<file path="src/rtl/multicycle_controller_pkg.sv">
// Shared types and encodings for the multicycle RV32I control path.
// BRANCH_NE_EN (when defined) adds bne on top of beq.
package riscv_ctrl_pkg;

  typedef enum logic [3:0] {
    FETCH, DECODE, MEMADR, MEMREAD, MEMWB, MEMWRITE,
    EXECUTER, EXECUTEI, ALUWB, BEQ, JAL
  } state_t;

  localparam logic [6:0] OP_LW     = 7'b0000011;
  localparam logic [6:0] OP_SW     = 7'b0100011;
  localparam logic [6:0] OP_R      = 7'b0110011;
  localparam logic [6:0] OP_I      = 7'b0010011;
  localparam logic [6:0] OP_BRANCH = 7'b1100011;
  localparam logic [6:0] OP_JAL    = 7'b1101111;

  localparam logic [2:0] ALU_ADD = 3'b000;
  localparam logic [2:0] ALU_SUB = 3'b001;
  localparam logic [2:0] ALU_AND = 3'b010;
  localparam logic [2:0] ALU_OR  = 3'b011;
  localparam logic [2:0] ALU_XOR = 3'b100;
  localparam logic [2:0] ALU_SLT = 3'b101;
  localparam logic [2:0] ALU_SLL = 3'b110;
  localparam logic [2:0] ALU_SRL = 3'b111;

  // Coarse ALU request from the FSM to the ALU decoder
  localparam logic [1:0] ALUOP_ADD   = 2'b00;
  localparam logic [1:0] ALUOP_SUB   = 2'b01;
  localparam logic [1:0] ALUOP_FUNCT = 2'b10;

  localparam logic [1:0] RES_ALUOUT = 2'b00;
  localparam logic [1:0] RES_RDATA  = 2'b01;
  localparam logic [1:0] RES_ALU    = 2'b10;

  localparam logic [1:0] SRCA_PC    = 2'b00;
  localparam logic [1:0] SRCA_OLDPC = 2'b01;
  localparam logic [1:0] SRCA_RS1   = 2'b10;

  localparam logic [1:0] SRCB_RS2  = 2'b00;
  localparam logic [1:0] SRCB_IMM  = 2'b01;
  localparam logic [1:0] SRCB_FOUR = 2'b10;

  localparam logic [1:0] IMM_I = 2'b00;
  localparam logic [1:0] IMM_S = 2'b01;
  localparam logic [1:0] IMM_B = 2'b10;
  localparam logic [1:0] IMM_J = 2'b11;

  function automatic logic [1:0] imm_sel(input logic [6:0] op);
    case (op)
      OP_SW:     imm_sel = IMM_S;
      OP_BRANCH: imm_sel = IMM_B;
      OP_JAL:    imm_sel = IMM_J;
      default:   imm_sel = IMM_I;
    endcase
  endfunction

endpackage

</file>
<file path="src/rtl/multicycle_controller_if.sv">
// Controller <-> datapath bundle: instruction fields and zero in, controls out.
// master = controller, slave = datapath.
interface multicycle_controller_if;
  logic [6:0] op;
  logic [2:0] funct3;
  logic       funct7b5;
  logic       zero;
  logic       pc_write;
  logic       adr_src;
  logic       mem_write;
  logic       ir_write;
  logic [1:0] result_src;
  logic [1:0] alu_src_a;
  logic [1:0] alu_src_b;
  logic [1:0] imm_src;
  logic       reg_write;
  logic [2:0] alucontrol;
  logic       instr_done;
  logic       illegal;

  modport master (
    input  op, funct3, funct7b5, zero,
    output pc_write, adr_src, mem_write, ir_write, result_src, alu_src_a,
           alu_src_b, imm_src, reg_write, alucontrol, instr_done, illegal
  );

  modport slave (
    output op, funct3, funct7b5, zero,
    input  pc_write, adr_src, mem_write, ir_write, result_src, alu_src_a,
           alu_src_b, imm_src, reg_write, alucontrol, instr_done, illegal
  );
endinterface

</file>
<file path="src/rtl/multicycle_controller_alu_decoder.sv">
// Maps the FSM's coarse ALU request plus funct fields to a 3-bit alucontrol.
// funct3 011 has no ALU meaning and is flagged for the decode stage.
module alu_decoder
  import riscv_ctrl_pkg::*;
(
  input  logic [1:0] i_alu_op,
  input  logic [2:0] i_funct3,
  input  logic       i_funct7b5,
  input  logic       i_op5,
  output logic [2:0] o_alucontrol,
  output logic       o_funct_illegal
);

  always_comb begin
    o_funct_illegal = (i_funct3 == 3'b011);
    o_alucontrol    = ALU_ADD;
    case (i_alu_op)
      ALUOP_ADD: o_alucontrol = ALU_ADD;
      ALUOP_SUB: o_alucontrol = ALU_SUB;
      default: begin
        case (i_funct3)
          // op[5] separates R-type from I-type; addi never subtracts
          3'b000:  o_alucontrol = (i_op5 && i_funct7b5) ? ALU_SUB : ALU_ADD;
          3'b001:  o_alucontrol = ALU_SLL;
          3'b010:  o_alucontrol = ALU_SLT;
          3'b100:  o_alucontrol = ALU_XOR;
          3'b101:  o_alucontrol = ALU_SRL;
          3'b110:  o_alucontrol = ALU_OR;
          3'b111:  o_alucontrol = ALU_AND;
          default: o_alucontrol = ALU_ADD;
        endcase
      end
    endcase
  end

endmodule

</file>
<file path="src/rtl/multicycle_controller.sv">
// Multicycle RV32I control FSM: sequences fetch..writeback, drives datapath controls.
// Optional: define BRANCH_NE_EN to accept bne (branch on !zero) via the BEQ state.
module multicycle_controller
  import riscv_ctrl_pkg::*;
#(
  parameter int RESET_STATE_HOLD = 1
) (
  input  logic                      clk,
  input  logic                      reset_n,
  multicycle_controller_if.master   bus
);

  state_t     r_state;
  state_t     w_dec_next;
  logic       w_dec_illegal;
  logic       w_branch_legal;
  logic       w_funct_illegal;
  logic       w_taken;
  logic       w_we_ok;
  logic       w_pc_update, w_branch, w_adr_src, w_mem_write, w_ir_write;
  logic       w_reg_write, w_done, w_illegal;
  logic [1:0] w_result_src, w_src_a, w_src_b, w_alu_op;
  logic [2:0] w_alucontrol;

  alu_decoder u_alu_dec (
    .i_alu_op        (w_alu_op),
    .i_funct3        (bus.funct3),
    .i_funct7b5      (bus.funct7b5),
    .i_op5           (bus.op[5]),
    .o_alucontrol    (w_alucontrol),
    .o_funct_illegal (w_funct_illegal)
  );

`ifdef BRANCH_NE_EN
  assign w_branch_legal = (bus.funct3 == 3'b000) || (bus.funct3 == 3'b001);
  assign w_taken        = bus.funct3[0] ? ~bus.zero : bus.zero;
`else
  assign w_branch_legal = (bus.funct3 == 3'b000);
  assign w_taken        = bus.zero;
`endif

  always_comb begin
    w_dec_next    = FETCH;
    w_dec_illegal = 1'b0;
    case (bus.op)
      OP_LW, OP_SW: w_dec_next = MEMADR;
      OP_R: begin
        w_dec_next    = w_funct_illegal ? FETCH : EXECUTER;
        w_dec_illegal = w_funct_illegal;
      end
      OP_I: begin
        w_dec_next    = w_funct_illegal ? FETCH : EXECUTEI;
        w_dec_illegal = w_funct_illegal;
      end
      OP_BRANCH: begin
        w_dec_next    = w_branch_legal ? BEQ : FETCH;
        w_dec_illegal = ~w_branch_legal;
      end
      OP_JAL:  w_dec_next    = JAL;
      default: w_dec_illegal = 1'b1;
    endcase
  end

  always_ff @(posedge clk or negedge reset_n) begin
    if (!reset_n) begin
      r_state <= FETCH;
    end else begin
      case (r_state)
        FETCH:              r_state <= DECODE;
        DECODE:             r_state <= w_dec_next;
        MEMADR:             r_state <= (bus.op == OP_LW) ? MEMREAD : MEMWRITE;
        MEMREAD:            r_state <= MEMWB;
        EXECUTER, EXECUTEI: r_state <= ALUWB;
        JAL:                r_state <= ALUWB;
        default:            r_state <= FETCH;
      endcase
    end
  end

  always_comb begin
    w_pc_update  = 1'b0;
    w_branch     = 1'b0;
    w_adr_src    = 1'b0;
    w_mem_write  = 1'b0;
    w_ir_write   = 1'b0;
    w_reg_write  = 1'b0;
    w_done       = 1'b0;
    w_illegal    = 1'b0;
    w_result_src = RES_ALUOUT;
    w_src_a      = SRCA_PC;
    w_src_b      = SRCB_RS2;
    w_alu_op     = ALUOP_ADD;
    case (r_state)
      FETCH: begin
        w_ir_write   = 1'b1;
        w_src_b      = SRCB_FOUR;
        w_result_src = RES_ALU;
        w_pc_update  = 1'b1;
      end
      DECODE: begin
        w_src_a   = SRCA_OLDPC;
        w_src_b   = SRCB_IMM;
        w_illegal = w_dec_illegal;
        w_done    = w_dec_illegal;
      end
      MEMADR: begin
        w_src_a = SRCA_RS1;
        w_src_b = SRCB_IMM;
      end
      MEMREAD:  w_adr_src = 1'b1;
      MEMWB: begin
        w_result_src = RES_RDATA;
        w_reg_write  = 1'b1;
        w_done       = 1'b1;
      end
      MEMWRITE: begin
        w_adr_src   = 1'b1;
        w_mem_write = 1'b1;
        w_done      = 1'b1;
      end
      EXECUTER: begin
        w_src_a  = SRCA_RS1;
        w_alu_op = ALUOP_FUNCT;
      end
      EXECUTEI: begin
        w_src_a  = SRCA_RS1;
        w_src_b  = SRCB_IMM;
        w_alu_op = ALUOP_FUNCT;
      end
      ALUWB: begin
        w_reg_write = 1'b1;
        w_done      = 1'b1;
      end
      BEQ: begin
        w_src_a  = SRCA_RS1;
        w_alu_op = ALUOP_SUB;
        w_branch = 1'b1;
        w_done   = 1'b1;
      end
      JAL: begin
        w_src_a     = SRCA_OLDPC;
        w_src_b     = SRCB_FOUR;
        w_pc_update = 1'b1;
      end
      default: ;
    endcase
  end

  // Write enables are held off combinationally for the whole reset window
  assign w_we_ok = (RESET_STATE_HOLD == 0) || reset_n;

  // w_branch is 0 outside BEQ, so an unknown zero there cannot reach pc_write
  assign bus.pc_write   = w_we_ok & (w_pc_update | (w_branch & w_taken));
  assign bus.mem_write  = w_we_ok & w_mem_write;
  assign bus.ir_write   = w_we_ok & w_ir_write;
  assign bus.reg_write  = w_we_ok & w_reg_write;
  assign bus.instr_done = w_we_ok & w_done;
  assign bus.illegal    = w_we_ok & w_illegal;
  assign bus.adr_src    = w_adr_src;
  assign bus.result_src = w_result_src;
  assign bus.alu_src_a  = w_src_a;
  assign bus.alu_src_b  = w_src_b;
  assign bus.alucontrol = w_alucontrol;
  assign bus.imm_src    = imm_sel(bus.op);

endmodule

</file>
<file path="src/flat_wrapper.sv">
// flat-port wrapper written by rule: the top's interface ports become plain ports
module multicycle_controller_flat import riscv_ctrl_pkg::*;
#(
  parameter int RESET_STATE_HOLD = 1
)
  (clk, reset_n, bus_op, bus_funct3, bus_funct7b5, bus_zero, bus_pc_write, bus_adr_src, bus_mem_write, bus_ir_write, bus_result_src, bus_alu_src_a, bus_alu_src_b, bus_imm_src, bus_reg_write, bus_alucontrol, bus_instr_done, bus_illegal);
  multicycle_controller_if bus_i ();
  input  logic clk;
  input  logic reset_n;
  input wire logic [$bits(bus_i.op)-1:0] bus_op;
  input wire logic [$bits(bus_i.funct3)-1:0] bus_funct3;
  input wire logic [$bits(bus_i.funct7b5)-1:0] bus_funct7b5;
  input wire logic [$bits(bus_i.zero)-1:0] bus_zero;
  output wire logic [$bits(bus_i.pc_write)-1:0] bus_pc_write;
  output wire logic [$bits(bus_i.adr_src)-1:0] bus_adr_src;
  output wire logic [$bits(bus_i.mem_write)-1:0] bus_mem_write;
  output wire logic [$bits(bus_i.ir_write)-1:0] bus_ir_write;
  output wire logic [$bits(bus_i.result_src)-1:0] bus_result_src;
  output wire logic [$bits(bus_i.alu_src_a)-1:0] bus_alu_src_a;
  output wire logic [$bits(bus_i.alu_src_b)-1:0] bus_alu_src_b;
  output wire logic [$bits(bus_i.imm_src)-1:0] bus_imm_src;
  output wire logic [$bits(bus_i.reg_write)-1:0] bus_reg_write;
  output wire logic [$bits(bus_i.alucontrol)-1:0] bus_alucontrol;
  output wire logic [$bits(bus_i.instr_done)-1:0] bus_instr_done;
  output wire logic [$bits(bus_i.illegal)-1:0] bus_illegal;
  assign bus_i.op = bus_op;
  assign bus_i.funct3 = bus_funct3;
  assign bus_i.funct7b5 = bus_funct7b5;
  assign bus_i.zero = bus_zero;
  assign bus_pc_write = bus_i.pc_write;
  assign bus_adr_src = bus_i.adr_src;
  assign bus_mem_write = bus_i.mem_write;
  assign bus_ir_write = bus_i.ir_write;
  assign bus_result_src = bus_i.result_src;
  assign bus_alu_src_a = bus_i.alu_src_a;
  assign bus_alu_src_b = bus_i.alu_src_b;
  assign bus_imm_src = bus_i.imm_src;
  assign bus_reg_write = bus_i.reg_write;
  assign bus_alucontrol = bus_i.alucontrol;
  assign bus_instr_done = bus_i.instr_done;
  assign bus_illegal = bus_i.illegal;
  multicycle_controller #(.RESET_STATE_HOLD(RESET_STATE_HOLD)) u_core (.clk(clk), .reset_n(reset_n), .bus(bus_i));
endmodule
</file>
<file path="config.mk">
export PLATFORM = sky130hd
export DESIGN_NAME = multicycle_controller_flat
export DESIGN_NICKNAME = d
export VERILOG_FILES = /design/src/rtl/multicycle_controller_pkg.sv /design/src/rtl/multicycle_controller_if.sv /design/src/rtl/multicycle_controller_alu_decoder.sv /design/src/rtl/multicycle_controller.sv /design/src/flat_wrapper.sv
export SDC_FILE = /design/constraint.sdc
export NUM_CORES = 1
export LEC_CHECK = 0
export BUFFER_PORTS_ARGS = -buffer_cell sky130_fd_sc_hd__buf_2
export CAP_MARGIN = 15
export CORE_ASPECT_RATIO = 0.9
export CORE_MARGIN = 5
export CORE_UTILIZATION = 40
export DETAILED_ROUTE_END_ITERATION = 8
export GPL_TIMING_DRIVEN = 1
export PLACE_DENSITY = 0.69
export SETUP_SLACK_MARGIN = 0.5
export SLEW_MARGIN = 10
export SYNTH_ARGS = -nofsm -noshare
export SYNTH_HDL_FRONTEND = slang
export SYNTH_SLANG_ARGS = --single-unit
</file>
<file path="constraint.sdc">
create_clock -name clk -period 1.8 [get_ports clk]
set_input_delay 0.36 -clock clk [delete_from_list [all_inputs] [get_ports clk]]
set_output_delay 0.36 -clock clk [all_outputs]
set_load 0.005 [all_outputs]
</file>
==> impl_metrics.csv <==
group,metric,value,unit
run_status,status,"finished clean",
sta,min_period_over_period,0.953,
power_and_ir_drop,combPwrFrac,0.387,
floorplanning,ioPinCount,32,
detailed_routing,vias_per_cell,5.57,
sta,finalHoldViolCount,0,
synthesis,synth-edff-count,0,
place,io_buffers,31,
place,pre_cts_ws,74.9,ps
sta,finalSetupViolations,0,
clocking,clk_path_buf_depth,2,
worst_setup_path,arrival,1360,ps
detailed_routing,wl_met2,1.31,mm
clocking,cts_made_buffers,3,
place,place_congestion,0.911,
worst_setup_path,critPathMaxFanout,5,
place,dpl_cell_area,908,um2
synthesis,syn_nets,116,
global_routing,overflow,0,
synthesis,synth_compound_area_frac,0.302,
synthesis,synthAdderAreaFrac,0,
sta,maxSlewHeadroom,0.781,
floorplanning,core-area,1650,um2
sta,worst_slew_pin_slew,325,ps
sta,finalSetupTns,0,ps
global_routing,grt_usage,0.187,
sta,clock_skew,0.298,ps
floorplanning,die-area,2640,um2
cells_and_area,layout_common_cells,"30 x buf_2, 17 x buf_4, 11 x nor2_1",
sta,rsz0062_at_grt,"yes",
clocking,cts.htree.levels,1,
power_and_ir_drop,power_frac_seq,0.288,
clocking,cts_tree,"built",
detailed_routing,ant_nets,0,
clocking,cts-root-buf,"clkbuf_4",
cells_and_area,multi_input_area,692,um2
cells_and_area,antenna_cells,0,
synthesis,ys_seq_area_frac,0.146,
sta,setup_slack,84.9,ps
cells_and_area,largest_register_ff_count,4,
worst_setup_path,start_kind,"primary input",
synthesis,yosysUniqueCellTypes,38,
synthesis,syn_area_per_cell,6.71,um2
global_routing,grt_max_degree,11,
detailed_routing,top_layer_used,"met4",
cells_and_area,regArea,104,um2
worst_setup_path,worstSetupEndpointType,"output pin",
worst_setup_path,worstSetupPathType,"primary input to output pin",
power_and_ir_drop,p_sw_frac,0.292,
floorplanning,die_h,49.2,um
hold_path,hp-class,"primary input to flip-flop",
run,cap_violations,0,
clocking,cts.sinks,4,
synthesis,ys_ff_latch,4,
detailed_routing,wl_met3,100,um
power_and_ir_drop,switchingPower,0.0000933,W
floorplanning,fp.dieW,53.6,um
synthesis,synth.area.mux_share,0.0165,
synthesis,synth_area_leaders,"dfrtp_1 15%, nor2_1 8.2%, nand2_1 4.9%, a2bb2oi_1 3.8%, a21oi_1 3.7%",
worst_setup_path,path_delay_family,"buffers and inverters",
cells_and_area,syn2layout_area_growth,81.4,%
synthesis,synth_flop_cell,"dfrtp_1",
global_routing,grt_pass1_wl,3.89,mm
cells_and_area,mostFrequentLayoutCell,"buf_2",
sta,slew_violations,0,
power_and_ir_drop,powerDensity,258,nW/um2
synthesis,synth_top_family_by_area,"simple AND/OR/NAND/NOR gates",
clocking,clock_latency,220,ps
floorplanning,start_util,0.416,
floorplanning,rows,14,
synthesis,synth-xor-area-share,0.0512,
detailed_routing,drc,0,
detailed_routing,wirelength_met1,1.02,mm
cells_and_area,drive_above_1_share,0.595,
worst_setup_path,crit_path_top_delay_cell,"o41ai_2",
power_and_ir_drop,ir_drop,319,uV
place,place_hpwl,1.65,mm
synthesis,yosysWarnings,0,
synthesis,synth-simple-area-share,0.404,
worst_setup_path,cp_cell_sequence,"buf_2 -> nand3b_1 -> buf_4 -> nor2_2 -> o41ai_2 -> buf_2",
power_and_ir_drop,p_leak,0.600,nW
cells_and_area,postLayoutCellArea,1240,um2
detailed_routing,drtIter0Drc,23,
detailed_routing,routedWlPerCell,14.0,um
cells_and_area,fillCellCount,139,
synthesis,synth_top_area_frac,0.146,
detailed_routing,drt_pass1_iterations,4,
worst_setup_path,cp_data_required_time,1440,ps
detailed_routing,drt_wl_total,2.48,mm
cells_and_area,finalNetCount,169,
synthesis,syn_inst,102,
detailed_routing,vias,986,
cells_and_area,top_register,"u_core.r_state",
worst_setup_path,crit_buf_inv,3,
global_routing,antenna_found_initial,0,
clocking,clk_pin_slew,40,ps
global_routing,grt_pass1_vias,955,
worst_setup_path,cp_common_cell,"buf_2",
sta,max_freq,0.583,GHz
cells_and_area,reg.largest.list,"u_core.r_state: 4 flops",
power_and_ir_drop,p_clk_frac,0.326,
power_and_ir_drop,p_int,0.000227,W
synthesis,synth_top_area_cell,"dfrtp_1",
synthesis,async_flop_share,1.00,
sta,fin_crit,1720,ps
worst_setup_path,critical-path-max-stage-delay,330,ps
sta,whs,446,ps
synthesis,syn_area,684,um2
==> layer usage <==
metal / vias up / track usage
met5: - / 0
met4: 0 / 0.0681
met3: 6 / 0.0122
met2: 31 / 0.359
met1: 464 / 0.203
li1: 485 / -
==> cells in the mapped netlist, types with 4 or more instances <==
master and number:
nor2_1 15, dfrtp_1 4, buf_2 5, nand2b_1 4, nand2_1 9, a21oi_1 5, and3_1 4, nor3_1 4
==> logic make-up after synthesis <==
kind of cell	after synthesis
simple gates	54
mux	1
buf+inv	11
xor+xnor	4
compound gates	28
flops	4
==> power by group through the flow <==
stage	clock (W)	sequential (W)	combinational, W
global route	0.000111	0.0000920	0.000136
detailed placement	0	0.0000929	0.0000986
finish	0.000104	0.0000920	0.000124
global placement	0	0.0000929	0.0000959
floorplan	0	0.0000926	0.0000605
CTS	0.000110	0.0000919	0.000117
==> cell type report <==
cell class,instances,area share
Tap cell,24,0.0242
Clock buffer,3,0.0181
Multi-Input combinational cell,87,0.557
Inverter,3,0.00907
Timing Repair Buffer,56,0.307
Sequential cell,4,0.0837
==> per-stage QoR <==
stage	total power, W	instances	utilization
after detailed placement	0.000192	158	0.552
after global placement	0.000189	158	0.552
after global routing	0.000338	177	0.754
after floorplan	0.000153	102	-
after CTS	0.000320	173	0.688
final	0.000320	177	0.754
==> path summary, 6_finish.rpt <==
check / slack [ps] / from / cells past startpoint / end
max in group asynchronous: 1030 / reset_n / 2 / u_core.r_state[1]
worst min register to register: 670 / u_core.r_state[2] / 2 / u_core.r_state[0]
worst max-delay path: 80 / bus_op[5] / 6 / bus_instr_done
worst max register to register: 340 / u_core.r_state[1] / 6 / u_core.r_state[1]
worst min-delay path: 450 / bus_op[1] / 3 / u_core.r_state[3]
min in group asynchronous: 590 / reset_n / 2 / u_core.r_state[0]
==> tightest hold or removal path, delay by kind of cell <==
family	cells	cell delay, ps
simple gates	1	90
compound gates	1	70
buf+inv	1	110
==> what timing repair did <==
item	4_1_cts	5_1_grt
pin swaps	18	3
hold endpoints to repair	4	0
endpoints found under the setup margin	21	21
hold buffers	1	0
gates resized for setup	29	14
setup buffers	11	4
No activity file was read; power rests on OpenSTA's default activity.
